### config.mk
export PLATFORM = sky130hd
export DESIGN_NAME = program_sequencer
export DESIGN_NICKNAME = d
export VERILOG_FILES = /design/src/rtl/proc_pkg.sv /design/src/rtl/seq_result_buf.sv /design/src/rtl/program_sequencer.sv
export SDC_FILE = /design/constraint.sdc
export NUM_CORES = 1
export LEC_CHECK = 0
export CAP_MARGIN = 40
export CORE_ASPECT_RATIO = 0.75
export CORE_MARGIN = 8
export CORE_UTILIZATION = 45
export CTS_BUF_LIST = sky130_fd_sc_hd__clkbuf_16
export DETAILED_ROUTE_END_ITERATION = 16
export GPL_ROUTABILITY_DRIVEN = 1
export PLACE_DENSITY = 0.74
export RECOVER_POWER = 100
export SYNTH_ARGS = -nofsm -noshare
export SYNTH_HDL_FRONTEND = slang
export SYNTH_SLANG_ARGS = --single-unit
export TNS_END_PERCENT = 100
### constraint.sdc
create_clock -name clk -period 2.65 [get_ports clk]
set_clock_uncertainty 0.1 [all_clocks]
set_input_delay 0.3975 -clock clk [delete_from_list [all_inputs] [get_ports clk]]
set_output_delay 0.3975 -clock clk [all_outputs]
set_load 0.02 [all_outputs]
### src/rtl/proc_pkg.sv
// Shared definitions for the program sequencer and its result buffer.
package proc_pkg;

  // Sequencer FSM states, in the order a run walks through them.
  typedef enum logic [2:0] {
    IDLE,
    RST,
    REQ,
    DROP,
    RUN,
    REC,
    DONE,
    ERROR
  } seq_state_t;

  // The core raises core_ack while its PC sits at this halt address.
  localparam logic [8:0] HALT_PC = 9'h1FF;

endpackage

### src/rtl/seq_result_buf.sv
// Per-program cycle-count store: one write port, one combinational read
// port, cleared by the asynchronous reset. Out-of-range reads return zero.
module seq_result_buf #(
  parameter int NUM_PROGS = 3,
  parameter int CW        = 16,
  parameter int IW        = 2
) (
  input  logic          clk,
  input  logic          rst_n,
  input  logic          wr_en,
  input  logic [IW-1:0] wr_idx,
  input  logic [CW-1:0] wr_data,
  input  logic [IW-1:0] rd_idx,
  output logic [CW-1:0] rd_data
);

  logic [CW-1:0] mem_q [NUM_PROGS];
  logic [CW-1:0] mem_d [NUM_PROGS];

  // Next contents: only the addressed entry takes the write data.
  always_comb begin
    for (int i = 0; i < NUM_PROGS; i++) begin
      mem_d[i] = (wr_en && (wr_idx == IW'(i))) ? wr_data : mem_q[i];
    end
  end

  // Storage, cleared whenever the sequencer is reset.
  always_ff @(posedge clk or negedge rst_n) begin
    if (!rst_n) begin
      for (int i = 0; i < NUM_PROGS; i++) mem_q[i] <= '0;
    end else begin
      for (int i = 0; i < NUM_PROGS; i++) mem_q[i] <= mem_d[i];
    end
  end

  // Read mux; an index with no matching entry reads as zero.
  always_comb begin
    rd_data = '0;
    for (int i = 0; i < NUM_PROGS; i++) begin
      if (rd_idx == IW'(i)) rd_data = mem_q[i];
    end
  end

endmodule

### src/rtl/program_sequencer.sv
// Drives the core's req/ack "do next program" handshake for NUM_PROGS
// programs per run and records each program's cycle count.
//
// Handshake: core_req is a one-cycle pulse. After it, the sequencer first
// waits for core_ack to be low (a level left high by the previous program is
// stale), then waits for core_ack high, which marks the program finished.
// core_ack is sampled every cycle in DROP/RUN and ignored in all other states.
module program_sequencer
  import proc_pkg::*;
#(
  parameter int          NUM_PROGS  = 3,
  parameter int          CW         = 16,
  parameter int unsigned TIMEOUT    = 'hFFF,
  parameter int          RST_CYCLES = 2,
  parameter int          IW         = (NUM_PROGS > 1) ? $clog2(NUM_PROGS) : 1
) (
  input  logic          clk,
  input  logic          reset,
  input  logic          start,
  output logic          core_reset,
  output logic          core_req,
  input  logic          core_ack,
  output logic          busy,
  output logic          done,
  output logic          error,
  output logic [IW-1:0] prog_idx,
  output logic          res_valid,
  input  logic [IW-1:0] rd_idx,
  output logic [CW-1:0] rd_count,
  output seq_state_t    state_dbg
);

  localparam int            RW       = (RST_CYCLES > 1) ? $clog2(RST_CYCLES) : 1;
  localparam logic [RW-1:0] RST_LAST = RW'(RST_CYCLES - 1);
  localparam logic [CW-1:0] TMO      = CW'(TIMEOUT);
  localparam logic [IW-1:0] LAST_IDX = IW'(NUM_PROGS - 1);

  seq_state_t    state_q, state_d;
  logic [CW-1:0] cnt_q, cnt_d, cnt_inc;
  logic [RW-1:0] rst_cnt_q, rst_cnt_d;
  logic [IW-1:0] prog_idx_q, prog_idx_d;
  logic          core_reset_q, core_reset_d;
  logic          core_req_q, core_req_d;
  logic          busy_q, busy_d;
  logic          done_q, done_d;
  logic          error_q, error_d;
  logic          res_valid_q, res_valid_d;
  logic          wr_en;

  // Next-state and next-output logic; outputs are decided on the transition
  // so every output is a flop.
  always_comb begin
    state_d      = state_q;
    cnt_d        = cnt_q;
    rst_cnt_d    = rst_cnt_q;
    prog_idx_d   = prog_idx_q;
    core_reset_d = 1'b0;
    core_req_d   = 1'b0;
    busy_d       = busy_q;
    done_d       = done_q;
    error_d      = error_q;
    res_valid_d  = 1'b0;
    wr_en        = 1'b0;
    // Saturating increment: the count sticks at TIMEOUT, never wraps.
    cnt_inc      = (cnt_q >= TMO) ? TMO : cnt_q + CW'(1);

    case (state_q)
      IDLE, DONE, ERROR: begin
        if (start) begin
          state_d      = RST;
          core_reset_d = 1'b1;
          busy_d       = 1'b1;
          done_d       = 1'b0;
          error_d      = 1'b0;
          prog_idx_d   = '0;
          cnt_d        = '0;
          rst_cnt_d    = '0;
        end
      end
      RST: begin
        if (rst_cnt_q == RST_LAST) begin
          state_d    = REQ;
          core_req_d = 1'b1;
          cnt_d      = '0;
        end else begin
          rst_cnt_d    = rst_cnt_q + RW'(1);
          core_reset_d = 1'b1;
        end
      end
      REQ: begin
        state_d = DROP;
        cnt_d   = '0;
      end
      DROP: begin
        cnt_d = cnt_inc;
        if (!core_ack) begin
          state_d = RUN;
        end else if (cnt_inc == TMO) begin
          state_d = ERROR;
          busy_d  = 1'b0;
          error_d = 1'b1;
        end
      end
      RUN: begin
        cnt_d = cnt_inc;
        if (core_ack) begin
          // The buffer is written on this edge so rd_count already holds
          // the new value while res_valid is high.
          state_d     = REC;
          res_valid_d = 1'b1;
          wr_en       = 1'b1;
        end else if (cnt_inc == TMO) begin
          state_d = ERROR;
          busy_d  = 1'b0;
          error_d = 1'b1;
        end
      end
      REC: begin
        if (prog_idx_q == LAST_IDX) begin
          state_d = DONE;
          busy_d  = 1'b0;
          done_d  = 1'b1;
        end else begin
          state_d    = REQ;
          prog_idx_d = prog_idx_q + IW'(1);
          core_req_d = 1'b1;
          cnt_d      = '0;
        end
      end
      default: state_d = IDLE;
    endcase
  end

  // FSM state, counters and registered outputs.
  always_ff @(posedge clk or negedge reset) begin
    if (!reset) begin
      state_q      <= IDLE;
      cnt_q        <= '0;
      rst_cnt_q    <= '0;
      prog_idx_q   <= '0;
      core_reset_q <= 1'b0;
      core_req_q   <= 1'b0;
      busy_q       <= 1'b0;
      done_q       <= 1'b0;
      error_q      <= 1'b0;
      res_valid_q  <= 1'b0;
    end else begin
      state_q      <= state_d;
      cnt_q        <= cnt_d;
      rst_cnt_q    <= rst_cnt_d;
      prog_idx_q   <= prog_idx_d;
      core_reset_q <= core_reset_d;
      core_req_q   <= core_req_d;
      busy_q       <= busy_d;
      done_q       <= done_d;
      error_q      <= error_d;
      res_valid_q  <= res_valid_d;
    end
  end

  seq_result_buf #(
    .NUM_PROGS (NUM_PROGS),
    .CW        (CW),
    .IW        (IW)
  ) u_result_buf (
    .clk     (clk),
    .rst_n   (reset),
    .wr_en   (wr_en),
    .wr_idx  (prog_idx_q),
    .wr_data (cnt_d),
    .rd_idx  (rd_idx),
    .rd_data (rd_count)
  );

  assign core_reset = core_reset_q;
  assign core_req   = core_req_q;
  assign busy       = busy_q;
  assign done       = done_q;
  assign error      = error_q;
  assign prog_idx   = prog_idx_q;
  assign res_valid  = res_valid_q;
  assign state_dbg  = state_q;

endmodule
Word-level counts from Yosys, hierarchy flattened:

Cells that the tools add are included.
W data, S select, Z words.

* logic and storage cells: 94
* input port bits: 6
* flip-flop bits (word level): 76
* output and inout bits: 27

* add/sub/neg operators: 3
* equal/unequal tests: 18
* $lt $le $gt $ge: 1
* muxes and demuxes: 41
* reductions and logical operators: 18

Operator list (number)
* $mux W16: 7
* $pmux W16 S5: 1
* $mux W3: 6
* $pmux W3 S6: 1
* $mux W1: 17
* $add A16 B1 Y16 const B: 1
* $eq A16 B12 Y1 const B: 1
* $ge A16 B12 Y1 const B: 1
* $eq A3 B3 Y1 const B: 4
* $ne A2 B2 Y1 const B: 6
* $pmux W1 S2: 4
* $eq A3 B2 Y1 const B: 2
* $reduce_and A3 Y1: 2
* $reduce_and A5 Y1: 1
* $eq A2 B1 Y1 const B: 2
* $eq A2 B2 Y1 const B: 2
* $logic_not A2 Y1: 2
* $mux W2: 2
* $pmux W1 S4: 1
* $pmux W2 S2: 1
* $reduce_and A2 Y1: 2
* $reduce_and A4 Y1: 1
* $reduce_bool A2 Y1: 2
* $reduce_bool A4 Y1: 1
* 9 further kinds: 11

Longest topological paths before layout:

* word-level depth: 6
* depth in mapped cells: 9
* mapped depth without buffers: 7

Cells and area by module:

From an unflattened synthesis, not the netlist that was laid out.

* cells, all modules: 340
* area total of the unflattened synthesis: 3905.0 um^2

By module, submodules not included
* seq_result_buf: seq. area each 1201.2 um^2, times used 1, cells each 141, area each 2153.3 um^2
* program_sequencer: seq. area each 700.7 um^2, times used 1, cells each 199, area each 1751.7 um^2

Least setup slack after synthesis:

No wires, ideal clock.

* path type: reg2reg
* start: reg prog_idx_q[0], in the netlist prog_idx[0]
* end: reg u_result_buf.mem_q[11] (netlist name)
* setup slack: 300 ps
* stages on the path, launching flop included: 9
* required time: 2425 ps
* arrival: 2125 ps
* buffers on the path: 1
* period minus slack after synthesis: 2350 ps
* library setup time: 125 ps
* cell sequence: dfrtp_1 inv_1 ha_1 and2b_1 nor3_2 or2_1 buf_2 a221o_1 mux2_2

* cells in the longest elaborated chain, start to end: 3
* elaborated cells between the ends (all ways): 4
* those cells by class: 1 x eq/ne; 2 x mux; 1 x reduce/logical

RTL lines
* from (decl): RTL line program_sequencer.sv:41 `logic [IW-1:0] prog_idx_q, prog_idx_d;`
* from (signal assigned): RTL line program_sequencer.sv:151 `prog_idx_q <= prog_idx_d;`
* $eq A2 B2 Y1: RTL line program_sequencer.sv:119 `if (prog_idx_q == LAST_IDX) begin`
* $mux W16: RTL line program_sequencer.sv:119
* $pmux W16 S5: RTL line program_sequencer.sv:67 `case (state_q)`
* named net cnt_d[11]: RTL line program_sequencer.sv:39 `logic [CW-1:0] cnt_q, cnt_d, cnt_inc;`
* to (decl): RTL line seq_result_buf.sv:17 `logic [CW-1:0] mem_q [NUM_PROGS];`

The timed path passes the listed nets, and every way through them passes these cells.
A chain may end at the register's enable or synchronous reset.

Final worst setup path:

* start: in rd_idx[0]
* end: out rd_count[0]

* cells in the longest elaborated chain, start to end: 4
* elaborated cells between the ends (all ways): 6
* those cells by class: 2 x eq/ne; 3 x mux; 1 x reduce/logical

RTL lines
* from (decl): RTL line program_sequencer.sv:28 `input logic [IW-1:0] rd_idx,`
* $logic_not A2 Y1: RTL line seq_result_buf.sv:40 `if (rd_idx == IW'(i)) rd_data = mem_q[i];`
* $mux W16 (2 in a row): RTL line seq_result_buf.sv:40
* $mux W16 *: RTL line seq_result_buf.sv:40
* to (decl): RTL line program_sequencer.sv:29 `output logic [CW-1:0] rd_count,`

Every way passes the cells marked *; elsewhere a longest branch is shown, timed or not.

==> results.json <==
{
  "ys_seq_area_share_pct": 50.1,
  "synth_edf_count": 0,
  "r2r_cells": 8,
  "final-hold-violation-count": 0,
  "clock_latency_ns": 0.33,
  "rrSetupSlack_ns": 0.20,
  "grt_overflow": 0,
  "avgSynthCellArea_um2": 10.2,
  "outcome": "finished clean",
  "cp-start-kind": "input port",
  "setup_tns_ns": 0,
  "first_pass_iters": 4,
  "dp_hpwl_um": 5670,
  "crit_type": "in2out",
  "vias": 2864,
  "worstMarginPinSlew_ns": 0.904,
  "async_reset_ff_share_pct": 100,
  "cp_slowest_stage_delay_ns": 0.64,
  "rsz0062_at_grt": "no",
  "core_um2": 8350,
  "relSlewSlack_pct": 39.7,
  "syn-cell-area_um2": 3800,
  "htreeDepth": 3,
  "track_usage_pct": 15.2,
  "initial_core_util_pct": 45.5,
  "grt_pass1_wl_um": 14100,
  "die_w_um": 122,
  "path_cells": "clkdlybuf4s50_1 -> buf_12 -> mux2i_1 -> o21ai_0 -> clkdlybuf4s50_1",
  "place_congestion": 0.885,
  "slowest_stage": "clkdlybuf4s50_1",
  "post-place-ws_ns": 0.0362,
  "num_io_pins": 33,
  "port_buffers": 32,
  "fin_ws_ns": 0.110,
  "post-route-drc-count": 0,
  "rr_startpoint": "prog_idx[0]$_DFFE_PN0P_",
  "wl_per_cell_um": 16.0,
  "clock_path_buffers": 2,
  "setup_viol_count_final": 0,
  "die-area_um2": 11700,
  "drive_gt1_share_pct": 14.8,
  "worstPathArrival_ns": 2.04,
  "cts_sinks": 76,
  "rows": 29,
  "leakage_nw": 2.12,
  "synthCells": 371,
  "drv_cap": 0,
  "fmax_mhz": 394,
  "synth_nets": 382,
  "crit_path_max_fanout": 16,
  "min_to": "u_result_buf.mem_q[0]$_DFFE_PN0P_",
  "slew_violations": 0,
  "numCtsBuffers": 9,
  "cp_data_required_time_ns": 2.15,
  "grt_max_degree": 68,
  "ys_types": 58,
  "min_from": "u_result_buf.mem_q[0]$_DFFE_PN0P_",
  "endpoint_kind": "output pin",
  "n_antenna_cell": 0,
  "crit_top_cell": "clkdlybuf4s50_1",
  "ys_warn_count": 0,
  "cts.reportedPaths.clkPinSlew_ns": 0.06,
  "max-vdd-ir-drop_uv": 306,
  "ff_latch_area_um2": 1900,
  "grt_pass1_vias": 2820,
  "fin_crit_sh_pct": 95.9,
  "min_period_ns": 2.54,
  "vias_per_cell": 5.52,
  "synth.ff_latch_count": 76,
  "synth_top_flop_cell": "dfrtp_1",
  "drt_iter0_drc": 276,
  "power_mw": 3.27,
  "r2r-end": "u_result_buf.mem_q[18]$_DFFE_PN0P_",
  "synthToLayoutAreaGrowth_pct": 18.8,
  "die_h_um": 95.6,
  "powerDensity_nw_per_um2": 725,
  "hp-class": "reg2reg",
  "worstSetupStartpoint": "rd_idx[0]",
  "nets": 417,
  "drt_wl_total_um": 8330,
  "holdPathStages": 2,
  "antenna_left": 0,
  "multi_input_area_um2": 1730,
  "antenna_found_initial": 0,
  "cts_tree": "yes",
  "cts-root-buf": "clkbuf_16",
  "fillers": 775
}
## state kept, by name (all words and copies together) (netlist names)
name and cells:
state_dbg 3, done 1, core_req 1, cnt_q 16, error 1, core_reset 1, rst_cnt_q 1, busy 1
res_valid 1, u_result_buf.mem_q 48, prog_idx 2
## kinds of logic after synthesis
family / count (synthesis) / synth area share [%]
simple gates: 117 / 15.9
mux: 42 / 11.9
compound gates: 93 / 16.0
xor+xnor: 1 / 0.231
buf+inv: 37 / 4.25
fa+ha+maj: 5 / 1.65
flops: 76 / 50.1
## stage by stage
stage	instance area, um^2	hold WS (ns)	instances	utilization (%)
floorplan	3800	0.00191	371	-
global placement	4250	0.363	501	51.0
detailed placement	4280	0.156	502	51.3
CTS	4590	0.340	519	55.0
global route	4510	0.402	519	54.1
finish	4510	0.385	519	54.1
## timing repair
action,4_1_cts,5_1_grt
endpoints found under the setup margin,0,6
setup buffers,0,0
hold endpoints to repair,9,0
resized for setup,0,6
hold buffers,1,0
## layout by cell type (no fill, tap or decap), types with 8 or more instances in the layout
| cell | count |
|---|---|
| and2_0 | 9 |
| inv_1 | 14 |
| clkbuf_1 | 8 |
| clkdlybuf4s50_1 | 13 |
| nand2_1 | 46 |
| dlygate4sd3_1 | 13 |
| mux2_2 | 25 |
| dfrtp_1 | 76 |
| mux2i_1 | 17 |
| nor2_1 | 14 |
| o21ai_0 | 42 |
| a21oi_1 | 8 |
| clkbuf_16 | 9 |
## where the power goes
part | leakage (nW) | total [mW] | internal, mW | switching [mW]
clock | 0.148 | 1.22 | 0.733 | 0.482
sequential | 1.05 | 1.28 | 1.22 | 0.0575
combinational | 0.925 | 0.776 | 0.323 | 0.453
## final cells by class
cell class,count,area share (%)
Clock buffer,9,4.99
Clock inverter,7,1.64
Inverter,14,1.16
Multi-Input combinational cell,258,38.3
Sequential cell,76,42.1
Tap cell,108,2.99
Timing Repair Buffer,47,8.81
## how the worst max path moves through the flow
stage | to
final | rd_count[0]
after global routing | rd_count[3]
after CTS | rd_count[10]
after detailed placement | rd_count[10]
after global placement | rd_count[10]
after floorplan | u_result_buf.mem_q[11]$_DFFE_PN0P_
## routing by layer
layer  wire [um]  vias up  global-route usage, %
met2        3730       58                   23.3
met5           0        -                      0
met1        4140     1409                   20.5
met3         379        9                   4.02
li1            -     1388                      -
met4          85        0                   4.85
## synth_stat cells (2+ instances only)
cell type	count	area [um^2]
a211o_1	6	52.6
a211oi_1	2	15.0
a21oi_1	8	40.0
a22o_1	7	61.3
a22oi_1	5	37.5
a31oi_1	3	18.8
and2_1	16	100
and3_1	2	12.5
buf_2	9	45.0
buf_4	3	22.5
clkbuf_1	10	37.5
dfrtp_1	76	1900
ha_1	5	62.6
inv_1	14	52.6
mux2_2	25	282
mux2i_1	17	170
nand2_1	46	173
nand2b_1	3	18.8
nand3_1	7	35.0
nand4_1	4	25.0
nor2_1	13	48.8
nor2b_1	7	43.8
nor4_1	2	12.5
o211a_1	2	20.0
o21ai_0	39	195
o21ai_1	3	15.0
o22ai_1	2	12.5
o31ai_1	3	22.5
or2_2	3	18.8
## critical path: cells and delay by family
kind	cells	cell delay, ns
buffers and inverters	3	1.36
muxes	1	0.09
AOI/OAI and AO/OA	1	0.19
No activity file was read; power rests on OpenSTA's default activity.
